## src/rtl/mips_instr_encoder.sv

```systemverilog
// -----------------------------------------------------------------------------
// mips_instr_encoder
//   Sequential instruction encoder that feeds the single-cycle MIPS instruction
//   memory. Symbolic instruction fields arrive over a valid/ready handshake.
//   Each one is packed into a 32-bit word and written to the next imem address.
//
//   Flow: IDLE -(transfer)-> ENC -> WR -> IDLE.
//         WR goes to FULL once DEPTH words have been written.
//         An illegal op sets the sticky error flag, skips WR and returns to IDLE.
//
// Parameters
//   ADDR_W   imem word-address width
//   DEPTH    words writable before full (1 <= DEPTH <= 2**ADDR_W)
//
// Ports
//   clk, rst_n       clock; synchronous active-low reset
//   clear            synchronous soft clear of pointer, error and full
//   in_valid         instruction fields valid (handshake input)
//   in_ready         encoder can accept fields (handshake output)
//   op_sel           0 LW,1 SW,2 ADD,3 SUB,4 SLT,5 MUL,6 ADDI,7 BEQ,8 J,
//                    9-15 illegal
//   rs, rt, rd       register fields
//   imm              I-type immediate / branch offset
//   target           J-type word target
//   wr_en            imem write strobe, one cycle per word
//   wr_addr          imem word address
//   wr_data          encoded word; only meaningful while wr_en is high
//   count            words written since reset/clear
//   full             DEPTH words written; no further accepts
//   error            sticky flag: an illegal op_sel was accepted
// -----------------------------------------------------------------------------
module mips_instr_encoder #(
  parameter int ADDR_W = 8,
  parameter int DEPTH  = 256
) (
  input  logic              clk,
  input  logic              rst_n,
  input  logic              clear,
  input  logic              in_valid,
  output logic              in_ready,
  input  logic [3:0]        op_sel,
  input  logic [4:0]        rs,
  input  logic [4:0]        rt,
  input  logic [4:0]        rd,
  input  logic [15:0]       imm,
  input  logic [25:0]       target,
  output logic              wr_en,
  output logic [ADDR_W-1:0] wr_addr,
  output logic [31:0]       wr_data,
  output logic [ADDR_W:0]   count,
  output logic              full,
  output logic              error
);

  typedef enum logic [1:0] {
    S_IDLE,
    S_ENC,
    S_WR,
    S_FULL
  } state_t;

  // Symbolic operation codes carried on op_sel.
  localparam logic [3:0] OP_LW   = 4'd0;
  localparam logic [3:0] OP_SW   = 4'd1;
  localparam logic [3:0] OP_ADD  = 4'd2;
  localparam logic [3:0] OP_SUB  = 4'd3;
  localparam logic [3:0] OP_SLT  = 4'd4;
  localparam logic [3:0] OP_MUL  = 4'd5;
  localparam logic [3:0] OP_ADDI = 4'd6;
  localparam logic [3:0] OP_BEQ  = 4'd7;
  localparam logic [3:0] OP_J    = 4'd8;

  localparam logic [ADDR_W:0] DEPTH_C = (ADDR_W + 1)'(DEPTH);
  localparam logic [ADDR_W:0] ONE_C   = (ADDR_W + 1)'(1);

  state_t      state;
  logic        wr_en_q;
  logic [ADDR_W:0] count_nxt;

  // Fields captured on transfer.
  logic [3:0]  op_q;
  logic [4:0]  rs_q;
  logic [4:0]  rt_q;
  logic [4:0]  rd_q;
  logic [15:0] imm_q;
  logic [25:0] tgt_q;

  logic        enc_legal;
  logic [31:0] enc_word;
  logic        transfer;

  // Reset and clear both gate in_ready. An edge with clear high can
  // therefore never also be a transfer edge.
  assign in_ready  = (state == S_IDLE) && rst_n && !clear;
  assign transfer  = in_valid && in_ready;

  // Clear aborts a pending write in the same cycle it is asserted.
  assign wr_en     = wr_en_q && !clear;
  assign wr_addr   = count[ADDR_W-1:0];
  assign count_nxt = count + ONE_C;

  // NOTE: every output of a combinational block gets a default before the
  // case statement, so no path leaves it unassigned and no latch is inferred.
  always_comb begin
    enc_legal = 1'b1;
    enc_word  = '0;
    unique case (op_q)
      OP_LW:   enc_word = {6'b100011, rs_q, rt_q, imm_q};
      OP_SW:   enc_word = {6'b101011, rs_q, rt_q, imm_q};
      OP_ADDI: enc_word = {6'b001000, rs_q, rt_q, imm_q};
      OP_BEQ:  enc_word = {6'b000100, rs_q, rt_q, imm_q};
      OP_ADD:  enc_word = {6'h00, rs_q, rt_q, rd_q, 5'b0, 6'b100000};
      OP_SUB:  enc_word = {6'h00, rs_q, rt_q, rd_q, 5'b0, 6'b100010};
      OP_SLT:  enc_word = {6'h00, rs_q, rt_q, rd_q, 5'b0, 6'b101010};
      OP_MUL:  enc_word = {6'h00, rs_q, rt_q, rd_q, 5'b0, 6'b011100};
      OP_J:    enc_word = {6'b000010, tgt_q};
      default: enc_legal = 1'b0;
    endcase
  end

  // NOTE: these capture registers are datapath only. Their contents are never
  // observed before a transfer loads them, so they carry no reset.
  always_ff @(posedge clk) begin
    if (transfer) begin
      op_q  <= op_sel;
      rs_q  <= rs;
      rt_q  <= rt;
      rd_q  <= rd;
      imm_q <= imm;
      tgt_q <= target;
    end
  end

  // NOTE: state registers use non-blocking assignments only. Every register
  // then updates from values sampled at the same edge.
  always_ff @(posedge clk) begin
    if (!rst_n) begin
      state   <= S_IDLE;
      wr_en_q <= 1'b0;
      wr_data <= '0;
      count   <= '0;
      full    <= 1'b0;
      error   <= 1'b0;
    end else if (clear) begin
      // wr_data is kept; it only has meaning while wr_en is high.
      state   <= S_IDLE;
      wr_en_q <= 1'b0;
      count   <= '0;
      full    <= 1'b0;
      error   <= 1'b0;
    end else begin
      unique case (state)
        S_IDLE: begin
          if (transfer) state <= S_ENC;
        end
        S_ENC: begin
          if (enc_legal) begin
            wr_data <= enc_word;
            wr_en_q <= 1'b1;
            state   <= S_WR;
          end else begin
            // Illegal op: flag it and drop the instruction without a write.
            error <= 1'b1;
            state <= S_IDLE;
          end
        end
        S_WR: begin
          wr_en_q <= 1'b0;
          count   <= count_nxt;
          if (count_nxt == DEPTH_C) begin
            full  <= 1'b1;
            state <= S_FULL;
          end else begin
            state <= S_IDLE;
          end
        end
        S_FULL: begin
          // Only clear or reset leave FULL; the pointer never wraps.
          state <= S_FULL;
        end
        default: state <= S_IDLE;
      endcase
    end
  end

endmodule

```

## config.mk

```make
export PLATFORM = sky130hd
export DESIGN_NAME = mips_instr_encoder
export DESIGN_NICKNAME = d
export VERILOG_FILES = /design/src/rtl/mips_instr_encoder.sv
export SDC_FILE = /design/constraint.sdc
export NUM_CORES = 1
export LEC_CHECK = 0
export ABC_AREA = 0
export CORE_ASPECT_RATIO = 1.75
export CORE_MARGIN = 10
export CORE_UTILIZATION = 51
export CTS_CLUSTER_SIZE = 30
export DETAILED_ROUTE_END_ITERATION = 8
export GPL_ROUTABILITY_DRIVEN = 1
export PLACE_DENSITY = 0.92
export RECOVER_POWER = 100
export SLEW_MARGIN = 15
export SYNTH_ARGS = -nofsm -noshare
export SYNTH_HDL_FRONTEND = slang
export SYNTH_SLANG_ARGS = --single-unit
```

## constraint.sdc

```tcl
create_clock -name clk -period 7 [get_ports clk]
set_input_delay 1.4 -clock clk [delete_from_list [all_inputs] [get_ports clk]]
set_output_delay 1.4 -clock clk [all_outputs]
set_load 0.02 [all_outputs]
```

[Word level (Yosys, flattened, before mapping)]
Index checks and enable logic that the tools add are counted.
Storage, ports and cells
  bits in registers: 107
  input bits: 65
  output and inout bits: 53
  word-level logic and storage cells: 52
Cells by class
  add/sub/neg operators: 1
  eq/ne operators: 14
  muxes and demuxes: 8
  bitwise logic cells: 3
  reduce and logical (&&, ||, !) cells: 14
Operators by type and width (number)
  32-bit case mux with 9 select lines: 1
  4-bit by 3-bit == test with 1-bit output, second input constant: 4
  9-bit by 1-bit adder with 9-bit output, second input constant: 1
  9-bit == test, second input constant: 1
  9-bit OR reduction: 1
  4-bit by 2-bit == test with 1-bit output, second input constant: 2
  2-bit case mux with 4 select lines: 1
  2-bit 2-to-1 mux: 3
  2-bit AND reduction: 3
  2-bit == test, second input constant: 2
  4-bit by 1-bit == test with 1-bit output, second input constant: 1
  4-bit == test, second input constant: 1
  1-bit logical AND: 4
  4-bit zero test: 1
  2-bit != test, second input constant: 2
  1-bit NOT: 3
  3-bit AND reduction: 1
  2-bit by 1-bit == test with 1-bit output, second input constant: 1
  2-bit zero test: 1
  1-bit 2-to-1 mux: 2
  1-bit case mux with 2 select lines: 1
  2-bit nonzero test: 1
  2-bit OR reduction: 1
  1-bit zero test: 1

[Depth between registers and ports, before layout]
  word-level depth: 6
  gate-level depth with buffers: 7

[Least setup slack after synthesis]
OpenSTA, ideal clock, no wires.
  kind: input-to-reg
  start point: in clear
  end point: reg imm_q[0], enable pin
  setup time: 0.425 ns
  arrival: 3.670 ns
  slack: 2.905 ns
  stages on the path: 3
  path buffers: 0
  path through: nand2b_1 nor3_1 and2_1
Between the ends
  longest elaborated chain between the ends: 3
RTL lines
  start, declared: line 38  | input logic clear,
  1-bit zero test: line 94  | assign in_ready = (state == S_IDLE) && rst_n && !clear;
  1-bit logical AND: line 94
  net in_ready: line 40  | output logic in_ready,
  1-bit logical AND: line 95  | assign transfer = in_valid && in_ready;
  net transfer: line 90  | logic transfer;
  end signal, assigned: line 129  | imm_q <= imm;
  end, declared: line 85  | logic [15:0] imm_q;
The timed path passes the listed nets, and every way through them passes these cells.
A chain may end at the register's enable or synchronous reset.

[Worst setup path after layout]
  start point: in rst_n
  end point: reg tgt_q[19], enable pin
Between the ends
  longest elaborated chain between the ends: 3
RTL lines
  start, declared: line 37  | input logic rst_n,
  1-bit logical AND (2 in a row): line 94
  1-bit logical AND: line 95
  net transfer: line 90
  end signal, assigned: line 130  | tgt_q <= target;
  end, declared: line 86  | logic [25:0] tgt_q;
The timed path passes the listed nets, and every way through them passes these cells.

==> metrics <==
reported max-cap violation count=1; die extent in x=between 80 and 90 µm; num rows=43; pin count of the biggest net entering global routing=between 60 and 70; final cell area excluding filler cells=about 0.0057 mm²; P_int=approximately 1.1 mW; transition time at the pin with the least slew margin=roughly 3.2 ns; clock tree from TritonCTS=yes; residual overflow from global routing=0; proportion of layout cells with a drive suffix above 1=5.251%; power density cells=~240 mW/mm²; synth warn=0; switching share of power=between 15 and 20%; most frequent cell after synthesis=sky130_fd_sc_hd__edfxtp_1; mean routed wirelength per cell=~18 µm; Design Power=about 1.3 mW; peak fanout along the critical path=61; Global Route Usage Sum=between 10% and 20%; area share of xor/xnor cells in the synthesized design=2.101%; routed wire length=between 9 and 10 mm; leakage=about 2.3 nW; kind of start point of the critical path=primary input; result of the run=finished, violations left; Setup Buffers After CTS=0; final weighted congestion in routability-driven placement=~0.90; flops & latches, synth=between 100 and 150; clock network latency to the later pin of the worst-skew pair=0.34 ns; final critical delay including setup and external delays=between 5 and 6 ns; ranking of synthesized cells by area=sky130_fd_sc_hd__edfxtp_1, sky130_fd_sc_hd__dfxtp_1, sky130_fd_sc_hd__o211a_1; data arrival time of the critical path=around 5.4 ns; number of standard cells after synthesis=about 330; post-cts repair resize count=0; routed via count divided by cell count=between 5 and 6; DRC violations left=0; number of buffers inserted for hold repair after clock tree synthesis=0; fraction of the mapped netlist area in simple logic gates=a little over a tenth; Die Y-Extent=around 140 µm; main combinational cell family by area after synthesis=compound AO/OA/AOI/OAI gates; Fin Setup TNS=0 ns; proportion of synthesized area in mux cells=1.200%; # IOs=118; power share of the clock group=between 40% and 50%; Hold/Removal Path Class=reg2reg; Clk pin slew, worst setup/hold paths=0.07 ns; failing checks=capacitance limit, slew limit; storage element area=roughly 0.0027 mm²; Net Sw Power=roughly 0.24 mW; total number of H-tree levels=3; Fmax achieved=about 180 MHz; area grow syn2layout=35.83%; antenna violations before repair=1; Floorplan Core Area=0.007963 mm²; part of the Yosys area used for sequential elements=~65%; Crit Path Class=in2reg; Clock Skews=between 0.007 and 0.008 ns; sort of element at the end of the critical path=flop; global-route wire length before repair=~15 mm; Reg power frac=50.6%; final-report setup violation count=0; overall die area=around 0.012 mm²; vias in the first global route=3003; Gate power share=5.2%; clock sink count=105; initial drt markers=between 150 and 200; number of nets with antenna violations after detailed routing=0; Starting Density=a little over half; final-report max-slew violation count=62; Hold Fails Final Rpt=0; number of enable flip-flop cells after synthesis=61; filler cell count=between 500 and 600; Vias=approximately 2900; cell area after synthesis=around 0.0042 mm²; Post-layout nets=500; most instantiated cells after synthesis=sky130_fd_sc_hd__edfxtp_1, sky130_fd_sc_hd__dfxtp_1, sky130_fd_sc_hd__nand2_1, sky130_fd_sc_hd__o211a_1, sky130_fd_sc_hd__nor2_1; Synth Area in Compound Gates=~16%; fraction of registers with async set/reset=0%; most instantiated flip-flop cell in the synthesis netlist=sky130_fd_sc_hd__edfxtp_1; distinct cell type count of the synthesized netlist=47; Net Count, Synth=between 300 and 400; post-route worst setup slack=~1.5 ns; highest ir drop seen on vdd=approximately 270 µV; Slew headroom=-110.4%; Setup Slack @ Placement=approximately 2.1 ns; Data required, critical path=slightly below 7 ns; cell type with the highest aggregate area in the netlist=sky130_fd_sc_hd__edfxtp_1; unrepaired setup endpoints after global routing=false; share of the cycle needed by the critical path after routing=between 70% and 80%; Post-Syn Area per Cell=~13 µm²; share of the synthesized area in the top cell type=approximately 44%; multi-input gate area in the final layout=between 0.001 and 0.0015 mm²; hold_ws=0.4501 ns; adder-cell share of the synthesized area=less than 1%; root buffer cell=sky130_fd_sc_hd__clkbuf_16; deepest clock path buffer count=2; number of detailed-routing iterations run before antenna repair=4; sum of net half-perimeters after detailed placement=6.934 mm; CTS Buf Count=9; Placed Instance Area=0.005316 mm²; number of buffers added on ports=roughly 120
==> cell usage in the layout (no fill, tap or decap), drive strengths merged, types with 2 or more instances in the layout <==
master,netlist,layout
clkbuf,12,13
a21boi,9,9
nor3b,3,3
o211ai,15,15
and3,2,2
xor2,3,3
edfxtp,61,61
nor3,5,5
a21oi,14,14
buf,17,2
xnor2,7,7
nand3,7,7
ha,2,2
a221o,11,11
dfxtp,44,44
nor2,17,17
inv,5,5
nor2b,7,7
mux2i,5,5
nor4,4,4
nand2,39,39
o21ai,4,4
nand4,3,3
dlygate4sd3,0,115
bufinv,0,4
o211a,17,17
==> sequential cells by signal (all words and copies together) (netlist names) <==
name / flops
wr_data: 30
tgt_q: 26
imm_q: 16
count: 9
rd_q: 5
rs_q: 5
rt_q: 5
op_q: 4
state: 2
error: 1
full: 1
wr_en_q: 1
==> final cells by class <==
type                            instances  share of cell area [%]
Timing Repair Buffer                  120                   20.90
Sequential cell                       105                   47.90
Multi-Input combinational cell        191                   22.40
Tap cell                               90                   1.989
Antenna cell                            1                 0.04419
Clock inverter                          5                   2.254
Inverter                                6                  0.3977
Clock buffer                           11                   4.110
==> cell families (layout without fill, tap and decap cells) <==
kind of cell             after synthesis  in the layout
flip-flops                           105            105
AND/OR/NAND/NOR                       93             93
AO/OA/AOI/OAI                         79             79
buffers and inverters                 35            142
XOR/XNOR                              10             10
multiplexers                           5              5
adder cells (fa/ha/maj)                3              3
other                                  1              2
==> critical path, cell delays in order <==
cell and delay (ns):
sky130_fd_sc_hd__dlygate4sd3_1 0.53, sky130_fd_sc_hd__buf_4 0.29, sky130_fd_sc_hd__nand2b_1 0.37, sky130_fd_sc_hd__nor3_1 0.30, sky130_fd_sc_hd__and2_2 0.18, sky130_fd_sc_hd__clkbuf_1 2.21
==> layer usage <==
metal  share of wire (%)  global-route usage [%]  up-vias  wire (µm)
li1                    -                       -     1426          -
met1                  36                   15.72     1395       3476
met2                  53                   28.15      103       5184
met3                 8.3                   6.663       16        808
met4                 2.5                   6.587        0        240
met5                   0                       0        -          0
==> metrics by stage <==
stage	std cells	utilization, %
finish	529	71.12
global route	529	71.12
CTS	528	71.29
detailed placement	512	66.77
global placement	512	66.77
floorplan	331	-
==> power groups by stage <==
stage	logic (mW)	registers [mW]	clock network, mW
detailed placement	0.0784	0.690	0
global route	0.0749	0.678	0.630
global placement	0.0766	0.689	0
floorplan	0.0262	0.691	0
CTS	0.0790	0.676	0.604
finish	0.0690	0.677	0.592
==> path summary, 6_finish.rpt <==
kind	startpoint	end	slack (ns)	cells after the start
max	rst_n	tgt_q[19]	1.54	6
min	full	full	0.45	2
min reg2reg	full	full	0.45	2
max reg2reg	state[1]	tgt_q[19]	3.46	3
Note: power is estimated with default switching activity, not from simulation.
==> patch (same settings) <==
Reset style: asynchronous (`rst_n`), changed in one clocked block. Comments in the files are not updated.
--- a/src/rtl/mips_instr_encoder.sv
+++ b/src/rtl/mips_instr_encoder.sv
@@ -133,7 +133,7 @@
 
   // NOTE: state registers use non-blocking assignments only. Every register
   // then updates from values sampled at the same edge.
-  always_ff @(posedge clk) begin
+  always_ff @(posedge clk or negedge rst_n) begin
     if (!rst_n) begin
       state   <= S_IDLE;
       wr_en_q <= 1'b0;
Check against the original RTL: differs if rst_n is asserted again (counterexample within 4 cycles, from zero or initial values and one cycle with rst_n low); with rst_n held inactive, the same outputs for 10 cycles.
==> patch against the original RTL <==
- the run still ends with max-capacitance violations, max-slew violations left
- worst setup slack improved by 0.53 ns
- cell count decreased by 0.38%
- routed wire length about the same
- sequential cell count unchanged
- die area increased by 0.46%
- design area decreased by 1.4%
- non-clock buffer count decreased by 2
- synthesized area increased by 0.57%
- largest cell class unchanged
Power is not compared: it rests on default switching activity, and its combinational part moved more than twofold at a synthesized area within 25%.
==> patch: results (changes against the original RTL) <==
[detailed_routing]
wl_per_cell_um = 18.4  ; about the same
highest_layer = met4  ; unchanged
met1_length_mm = 3.34  ; was 3.48 mm
vias = 2835  ; was 2,940
wl_met3_um = 670  ; was 808 um
drt_iter0_drc = 160  ; was 156
drc_errors = 0  ; unchanged
route.met2.wl_mm = 5.43  ; was 5.18 mm
drt-vias-per-instance = 5.38  ; was 5.56

[yosys]
post_synth_xor_area_fraction = 0.0227  ; was 0.0210
synthAdderAreaFrac = 0.00298  ; was 0.00840
synth_area_leaders = edfxtp_1 44%, dfrtp_1 26%, o21ai_1 4.1%  ; was edfxtp_1 44%, dfxtp_1 21%, o211a_1 4.1%
synth_cell_types = 36  ; was 47
syn_nets = 396  ; was 398
synth-compound-area-share = 0.108  ; was 0.155
synth_top_cells_by_count = 61 x edfxtp_1, 44 x dfrtp_1, 41 x nand2_1, 34 x o21ai_1, 25 x nor2_1  ; was 61 x edfxtp_1, 44 x dfxtp_1, 38 x nand2_1, 17 x o211a_1, 16 x nor2_1
synth_warnings = 0  ; unchanged
synthMuxAreaShare = 0.0143  ; was 0.0120
yosysSeqAreaShare = 0.699  ; was 0.651
synth_edf_count = 61  ; unchanged
synthArstFlopShare = 0.419  ; was 0
syn_inst = 330  ; was 331

[sta]
finalMaxSlewViolations = 124  ; was 62
period_share = 0.704  ; was 0.780
tightest_slew_ns = 3.16  ; about the same
fin_skew_ns = 0.00971  ; was 0.00719 ns

[outcome]
violations = max-capacitance violations, max-slew violations  ; unchanged
outcome = complete, but fails checks  ; unchanged

[global_routing]
grt_use_total = 0.162  ; was 0.160
gr-usage-met1 = 0.158  ; was 0.157
grt_max_degree = 62  ; unchanged
grt_use_met3 = 0.0540  ; was 0.0666
grt_pass1_wl_mm = 15.1  ; was 15.2 mm
grt_pass1_vias = 2970  ; was 3,003
met2_usage = 0.292  ; was 0.281

[power]
pg_seq_uw = 714
leakage_uw = 0.00228
p_clk_uw = 451
power_switching_share = 0.237

[placed_design]
dp_slack_ns = 2.36  ; was 2.08 ns
post-dp-hpwl_mm = 7.29  ; was 6.93 mm
place_congestion = 0.842  ; was 0.898
dpl.cell_count = 510  ; was 512
placed_area_um2 = 5330  ; was 5320 um^2

[final_layout]
synthToLayoutAreaGrowth_pct = 33.2  ; was 35.8%
nFillCells = 575  ; was 553
drive_above_1_share = 0.0413  ; was 0.0525
fin_nets = 497  ; was 500

[worst_setup_path]
slowest_stage = clkbuf_1  ; unchanged
arrival_ns = 4.81  ; was 5.35 ns
slowest_delay_ns = 2.24  ; was 2.21 ns
r2r-end = imm_q[3]  ; was tgt_q[19]
rr_startpoint = state[0]  ; was state[1]
crit_path_end = imm_q[3]  ; was tgt_q[19]
r2r_slack_ns = 3.41  ; was 3.46 ns

[run]
drv_cap = 2  ; was 1

[cts]
clk_pin_slew_ns = 0.06

patch: changes by cell type after synthesis, moves of 11 or more:
cell,change
o211ai_1,-13
a221o_1,-11
o21ai_1,+34
dfxtp_1,-44
dfrtp_1,+44
o211a_1,-16
patch: final cells by class:
type                       count  area share
tap                           90      0.0202
sequential                   105       0.525
multi-input combinational    194       0.196
antenna                        1    0.000448
clock buffer                  12      0.0423
timing repair buffer         118       0.209
clock inverter                 4     0.00515
inverter                       3     0.00202
patch: worst min path at each step:
stage | cells after the start | endpoint | startpoint | slack, ns
2_1_floorplan | 2 | wr_data[11] | tgt_q[11] | 0.49
5_1_grt | 2 | wr_data[16] | wr_data[16] | 0.51
3_5_place_dp | 2 | wr_data[16] | wr_data[16] | 0.47
6_report | 2 | wr_data[19] | wr_data[19] | 0.47
3_3_place_gp | 2 | wr_data[22] | wr_data[22] | 0.47
4_1_cts | 2 | wr_data[19] | wr_data[19] | 0.49
